### config.mk
export PLATFORM = sky130hd
export DESIGN_NAME = logic_unit
export DESIGN_NICKNAME = d
export VERILOG_FILES = /design/src/rtl/logic_unit.sv
export SDC_FILE = /design/constraint.sdc
export NUM_CORES = 1
export LEC_CHECK = 0
export BUFFER_PORTS_ARGS = -buffer_cell sky130_fd_sc_hd__clkbuf_2
export CAP_MARGIN = 20
export CORE_MARGIN = 5
export CORE_UTILIZATION = 38
export CTS_CLUSTER_DIAMETER = 120
export CTS_CLUSTER_SIZE = 16
export DETAILED_ROUTE_END_ITERATION = 10
export REMOVE_ABC_BUFFERS = 1
export SYNTH_ARGS = -nofsm -noshare
export SYNTH_HDL_FRONTEND = slang
export SYNTH_SLANG_ARGS = --single-unit
### constraint.sdc
create_clock -name clk -period 5.7 [get_ports clk]
set_clock_uncertainty 0.05 [all_clocks]
set_input_delay 1.14 -clock clk [delete_from_list [all_inputs] [get_ports clk]]
set_output_delay 1.14 -clock clk [all_outputs]
set_load 0.01 [all_outputs]
### src/rtl/logic_unit.sv
// Bitwise logic unit with an accumulator operand, a one-deep registered output
// stage using valid/ready handshakes on both sides, and an accepted-request counter.
module logic_unit #(
   parameter int WIDTH = 20,
   parameter int CNT_W = 16
) (
   input  logic             clk,
   input  logic             rst,
   input  logic             in_valid,
   output logic             in_ready,
   input  logic [2:0]       op,
   input  logic             acc_sel,
   input  logic [WIDTH-1:0] a,
   input  logic [WIDTH-1:0] b,
   output logic             out_valid,
   input  logic             out_ready,
   output logic [WIDTH-1:0] y,
   output logic             zero,
   output logic             parity,
   output logic [CNT_W-1:0] op_count
);

   // Handshake: a transfer happens on a rising edge where valid && ready are
   // both high; valid never waits on ready, and held results stay stable until taken.
   typedef enum logic [2:0] {
      OP_AND   = 3'b000,
      OP_OR    = 3'b001,
      OP_XOR   = 3'b010,
      OP_NAND  = 3'b011,
      OP_NOR   = 3'b100,
      OP_XNOR  = 3'b101,
      OP_ANDN  = 3'b110,
      OP_PASSB = 3'b111
   } op_e;

   logic             out_valid_q, out_valid_d;
   logic [WIDTH-1:0] y_q, y_d;
   logic             zero_q, zero_d;
   logic             parity_q, parity_d;
   logic [WIDTH-1:0] acc_q, acc_d;
   logic [CNT_W-1:0] op_count_q, op_count_d;

   logic             accept;
   logic [WIDTH-1:0] opnd_a;
   logic [WIDTH-1:0] result;

   // The output slot frees up in the same cycle it is drained, so the ready
   // path from out_ready is combinational and full throughput is sustained.
   assign in_ready = !rst && (!out_valid_q || out_ready);
   assign accept   = in_valid && in_ready;
   assign opnd_a   = acc_sel ? acc_q : a;

   always_comb begin
      result = '0;
      case (op_e'(op))
         OP_AND:   result = opnd_a & b;
         OP_OR:    result = opnd_a | b;
         OP_XOR:   result = opnd_a ^ b;
         OP_NAND:  result = ~(opnd_a & b);
         OP_NOR:   result = ~(opnd_a | b);
         OP_XNOR:  result = ~(opnd_a ^ b);
         OP_ANDN:  result = opnd_a & ~b;
         OP_PASSB: result = b;
         default:  result = '0;
      endcase
   end

   always_comb begin
      out_valid_d = out_valid_q;
      y_d         = y_q;
      zero_d      = zero_q;
      parity_d    = parity_q;
      acc_d       = acc_q;
      op_count_d  = op_count_q;
      if (accept) begin
         out_valid_d = 1'b1;
         y_d         = result;
         zero_d      = (result == '0);
         parity_d    = ^result;
         acc_d       = result;
         op_count_d  = op_count_q + CNT_W'(1);
      end else if (out_valid_q && out_ready) begin
         out_valid_d = 1'b0;
      end
   end

   always_ff @(posedge clk) begin
      if (rst) begin
         out_valid_q <= 1'b0;
         y_q         <= '0;
         zero_q      <= 1'b1;
         parity_q    <= 1'b0;
         acc_q       <= '0;
         op_count_q  <= '0;
      end else begin
         out_valid_q <= out_valid_d;
         y_q         <= y_d;
         zero_q      <= zero_d;
         parity_q    <= parity_d;
         acc_q       <= acc_d;
         op_count_q  <= op_count_d;
      end
   end

   assign out_valid = out_valid_q;
   assign y         = y_q;
   assign zero      = zero_q;
   assign parity    = parity_q;
   assign op_count  = op_count_q;

endmodule

# After elaboration in Yosys (flattened, before gate mapping)
# Index checks and enable logic that the tools add are counted.
word_totals:
  reg_bits: 39
  latch_bits: 0
  ramBits: 0
  rom_bits: 0
  in_bits: 48
  output_inout_bits: 40
  word_cells: 35
  memories: 0
op_classes:
  n_addsub: 1
  n_mul: 0
  div_mod_pow: 0
  order_cmp: 0
  eq_ne: 7
  shifts: 0
  mux: 4
  n_bitwise: 8
  n_reduce_logical: 10
op_table:
  columns: ["cell", "count"]
  rows:
  - ["20-bit case mux with 8 select lines", 1]
  - ["20-bit NOT", 4]
  - ["20-bit bitwise AND", 2]
  - ["20-bit zero test", 1]
  - ["20-bit two-way mux", 1]
  - ["20-bit OR", 1]
  - ["20-bit XOR reduction", 1]
  - ["20-bit bitwise XOR", 1]
  - ["16-bit by 1-bit adder with 16-bit output, second input constant", 1]
  - ["3-bit == test, second input constant", 4]
  - ["3-bit by 2-bit == test with 1-bit output, second input constant", 2]
  - ["3-bit by 1-bit == test with 1-bit output, second input constant", 1]
  - ["1-bit logical AND", 3]
  - ["3-bit zero test", 1]
  - ["1-bit zero test", 2]
  - ["1-bit two-way mux", 2]
  - ["2-bit nonzero test", 1]
  - ["1-bit logical OR", 1]

# Depth between registers and ports, before layout
depth:
  word_depth: 5
  ltp_mapped: 14
  mapped_depth_nobuf: 13

# Worst setup path before layout
# Ideal clock, no wire load.
synth_timing:
  kind: "input port to flip-flop"
  startpoint: "input acc_sel"
  endpoint: "register parity_q (netlist: parity)"
  arrival_time_ns: 3.651
  t_required_ns: 5.519
  slack_ns: 1.868
  stages: 13
  n_path_buf: 1
  path_cell_list: "clkbuf_1 > mux2i_1 > inv_1 > ha_1 > nand2_1 > o21ai_0 > mux4_2 > ha_1 > xnor2_1 > xnor2_1 > xnor2_1 > xnor2_1 > o21ai_0"
synth_via:
  elab_chain_cells: 5
  word_cells_on_any_way: 10
  cone_classes: "2 x mux; 7 x bitwise; 1 x reduce/logical"
synth_lines:
  columns: ["element", "line", "rtl"]
  rows:
  - ["from (decl)", "12", "input logic acc_sel,"]
  - ["20-bit two-way mux *", "51", "assign opnd_a = acc_sel ? acc_q : a;"]
  - ["20-bit bitwise XOR, or another cell as far along", "58, 61", null]
  - ["20-bit NOT, on equally long branches", "61, 59, 60", null]
  - ["20-bit case mux with 8 select lines *", "55", "case (op_e'(op))"]
  - ["20-bit XOR reduction *", "79", "parity_d = ^result;"]
  - ["to (signal assigned)", "99", "parity_q <= parity_d;"]
  - ["to (decl)", "39", "logic parity_q, parity_d;"]
# Mark *: on every way between the ends. The rest lies on a longest branch, timed or not.
# A chain may end at the register's enable or synchronous reset.

# Final worst setup path
# Same ends and word-level chain as after synthesis.

==> impl_summary.md <==
Status
The run finished with clean final reports.

Pwr
The total net switching power is around 0.00033 W. The switching share of power is 0.364. The share of total power dissipated in the clock network is 0.220. The maximum vdd ir drop is around 0.088 mV. The share of total power dissipated in combinational logic is 0.434. The total internal power is 0.000568 W.

The leakage power figure is 2.35 nW. Of the total power, registers draw 0.346. Power spread over the standard cell area amounts to ~180 nW/um^2.

Cells and area
The final cell utilization of the core is 0.444. The area occupied by registers is slightly below 800 um^2. The area of the multi-input gates is roughly 3100 um^2. The number of inserted filler cells in the final layout is around 1.1k. The final layout contains a little over 700 nets.

The relative area change from synthesis to final layout is 14.0%. The number of antenna diodes is 0. The proportion of layout cells with a drive suffix above 1 is 0.205. The finished layout holds 729 standard cells, fillers aside.

STA
Setup repair after global routing left no endpoint under its margin. The final count of pins violating max slew is 0. In the finished design, the share of the clock period the worst path needs comes to 0.700.

Setup violations remaining at the end of the flow were counted as 0. The peak clock frequency supported by timing is between 0.2 and 0.3 GHz. The final-report hold violation count is 0. The worst hold slack is around 480 ps. At the pin with the least slew margin, the transition time is around 820 ps. The final sum of negative setup slack is 0 ps. The tightest slew margin relative to the limit is 0.453.

The time the worst path needs with I/O delays and setup is approximately 4000 ps. Setup slack closes at 1710 ps.

Critical path
The critical path's slowest cell is sky130_fd_sc_hd__clkbuf_2. The capturing point of the worst reg2reg path is parity. The kind of end point of the critical path is a flop.

The critical path goes through clkbuf_2, mux2i_1, inv_1, ha_1, mux2_2, a22oi_1, o22ai_1, nor3_1, ha_1, xnor2_1, xnor2_1, xnor2_1, o21ai_0. On the worst path, the slowest cell contributes a delay of approximately 600 ps. In this run the critical register-to-register path is launched from acc_q[10].

The worst path arrival time is slightly above 4000 ps. For flop-to-flop paths, the worst setup slack is approximately 2900 ps. The number of cells on the worst reg-to-reg path is 12. The required time at the endpoint of the critical path is 5820 ps. The cell with the most instances on the worst path is sky130_fd_sc_hd__xnor2_1.

STA classifies the critical path startpoint as an input pin. The maximum fanout count along the critical path is 20. The kind of critical path is in2reg.

Routing
In this run, the number of DRC markers left after iteration 0 of detailed routing was 186. For this run, design rule violations remaining after detail routing come to 0. The routed wire length is ~11000 um. The routed wirelength normalized by instance count is roughly 16 um.

The antenna violation net count after detailed routing is 0. Detailed routing inserted a total of slightly below 4k vias. The first detailed-routing pass took 4 iterations.

The via density per instance is around 5.3.

Clock tree
Buffers inserted during clock tree synthesis total 5. CTS built an H-tree with a depth of 2. After clock tree synthesis, the clock-pin slew on the worst setup and hold paths is 80 ps.

After clock tree synthesis, the setup repair step added 0 buffers. The clock insertion delay at the later pin of the skew report is just under 300 ps. The clock net in this run drives a total of 39 sinks. The CTS tree is yes.

Once the clock tree was built, the resizer swapped 0 gates to a different size. The clock passes through at most 2 buffers. The clock tree root buffer cell is sky130_fd_sc_hd__clkbuf_8. The number of hold buffers added after CTS was 0.

Die
The area enclosed by the die boundary is between 10000 and 15000 um^2. In this run the vertical extent of the chip is 116 um. The total I/O pin count is slightly below 90. The core region is 10900 um^2. The overall die width is roughly 120 um. The initial cell density of the core is 0.389. In this run the core area contains 38 standard-cell rows.

Min path
The startpoint identified for the worst hold timing path is acc_q[18]. The type of the most critical hold path is reg2reg. The worst hold path depth is 2.

The worst hold path terminates at acc_q[18].

Run
The number of maximum-capacitance violations is 0.

Logic synthesis
The leading register cell type out of synthesis is sky130_fd_sc_hd__dfxtp_1. The average footprint of a synthesized cell is between 8 and 9 um^2. The cell with the most instances after synthesis is sky130_fd_sc_hd__ha_1. The post-synthesis sequential area ratio is 0.184.

Of the post-synthesis cell area, the dominant cell type holds 0.210. The number of different library cells used by synthesis comes to 43. In the synthesized netlist, the cells that appear most often are sky130_fd_sc_hd__ha_1 (71), sky130_fd_sc_hd__inv_1 (50), sky130_fd_sc_hd__nor2_1 (43). The synthesized instance count is 523. Of all flip-flops after synthesis, the portion carrying an async set or reset was 0.

The Yosys step of the flow raised 0 warnings. Summing every instance area after synthesis gives 4240 um^2. After synthesis, the cell types taking the most area are sky130_fd_sc_hd__ha_1 (21%), sky130_fd_sc_hd__dfxtp_1 (18%), sky130_fd_sc_hd__mux2i_1 (7.6%), sky130_fd_sc_hd__inv_1 (4.4%), sky130_fd_sc_hd__o21ai_0 (3.9%). Counting flops with a built-in enable in the synthesized netlist gives 0. The number of flip-flops and latches in the synthesized netlist is 39. sky130_fd_sc_hd__ha_1 takes more of the synthesized area than any other cell.

Place
The total instance count after detailed placement is ~720. The worst setup slack after placement is between 1000 and 1500 ps. The final HPWL from detailed placement is 8340 um. The global placement routability congestion is approximately 0.8. The total of buffers placed on input and output ports is slightly below 90.

Global route
The global-route wire length before repair is ~18000 um. The number of global-route vias before repair is ~3.8k. For this run, the total global-route usage over all layers was measured as 0.167.

The pin count of the biggest net entering global routing is 50. For this run the aggregate overflow at the end of global routing stands at 0. The number of antenna violations at the first check in global routing is 0.
## power by group through the flow
stage          logic (W)  registers, W  clock network (W)
3_3_place_gp    0.000378      0.000315                  0
3_5_place_dp    0.000389      0.000315                  0
6_report        0.000388      0.000309           0.000196
5_1_grt         0.000438      0.000311           0.000214
4_1_cts         0.000391      0.000309           0.000202
2_1_floorplan   0.000257      0.000319                  0
## critical path, delay by kind of cell
| family | cells | cell delay, ps |
|---|---|---|
| simple gates | 1 | 270 |
| compound gates | 3 | 370 |
| buf+inv | 2 | 710 |
| fa+ha+maj | 2 | 490 |
| xor+xnor | 3 | 500 |
| mux | 2 | 620 |
## stage by stage
step,total power (W),cell area [um^2]
after global routing,0.000964,4830
after global placement,0.000693,4750
after detailed placement,0.000704,4750
final,0.000893,4830
after CTS,0.000902,4830
after floorplan,0.000575,4100
## worst max-delay path by stage
stage                  from     end  slack, ps  depth (start not counted)
floorplan           acc_sel  parity       2360                         12
CTS                 acc_sel  parity       1680                         13
detailed placement  acc_sel  parity       1370                         13
global placement    acc_sel  parity       1460                         13
global route        acc_sel  parity       1460                         13
finish              acc_sel  parity       1710                         13
## cell families after synthesis
logic type                 after synthesis  share of synthesized area
DFF                                     39                      0.184
AOI/OAI and AO/OA                      119                      0.174
buffers and inverters                   83                     0.0779
and+or+nand+nor                        148                      0.192
xor gates and xnor gates                23                     0.0475
muxes                                   40                      0.115
adders and majority gates               71                      0.210
## cell usage in the layout (no fill, tap or decap), drive strengths merged, types with 3 or more instances in the layout
cell and instances:
clkbuf 93, ha 71, inv 50, nor2 44, dfxtp 39, o21ai 33
mux2i 32, a21oi 28, nand2 26, o22ai 22, nand3b 21, xnor2 15
nand2b 12, a211oi 11, nand3 9, nand4 9, xor2 8, mux4 7
nor2b 6, o221a 5, o21a 5, buf 5, or2 4, o32ai 4
nor3b 4, a31oi 4, o211ai 3, and4 3, and3 3, nor3 3
## sequential cells by signal, indices dropped and copies added (netlist names)
name       flops
acc_q         20
op_count      16
out_valid      1
parity         1
zero           1
## per-layer routing
metal / part of all wire / global-route usage / vias to the layer above
met2: 0.49 / 0.292 / 82
met1: 0.46 / 0.217 / 1815
met4: 0.0088 / 0.0464 / 0
met5: 0 / 0 / -
met3: 0.043 / 0.0193 / 8
li1: - / - / 1975
## cell type report
cell class                      instances  area share
Clock buffer                            6      0.0171
Clock inverter                          1     0.00104
Inverter                               50      0.0388
Multi-Input combinational cell        401       0.647
Sequential cell                        39       0.162
Tap cell                              140      0.0362
Timing Repair Buffer                   92      0.0979
(Power assumes the default switching activity.)
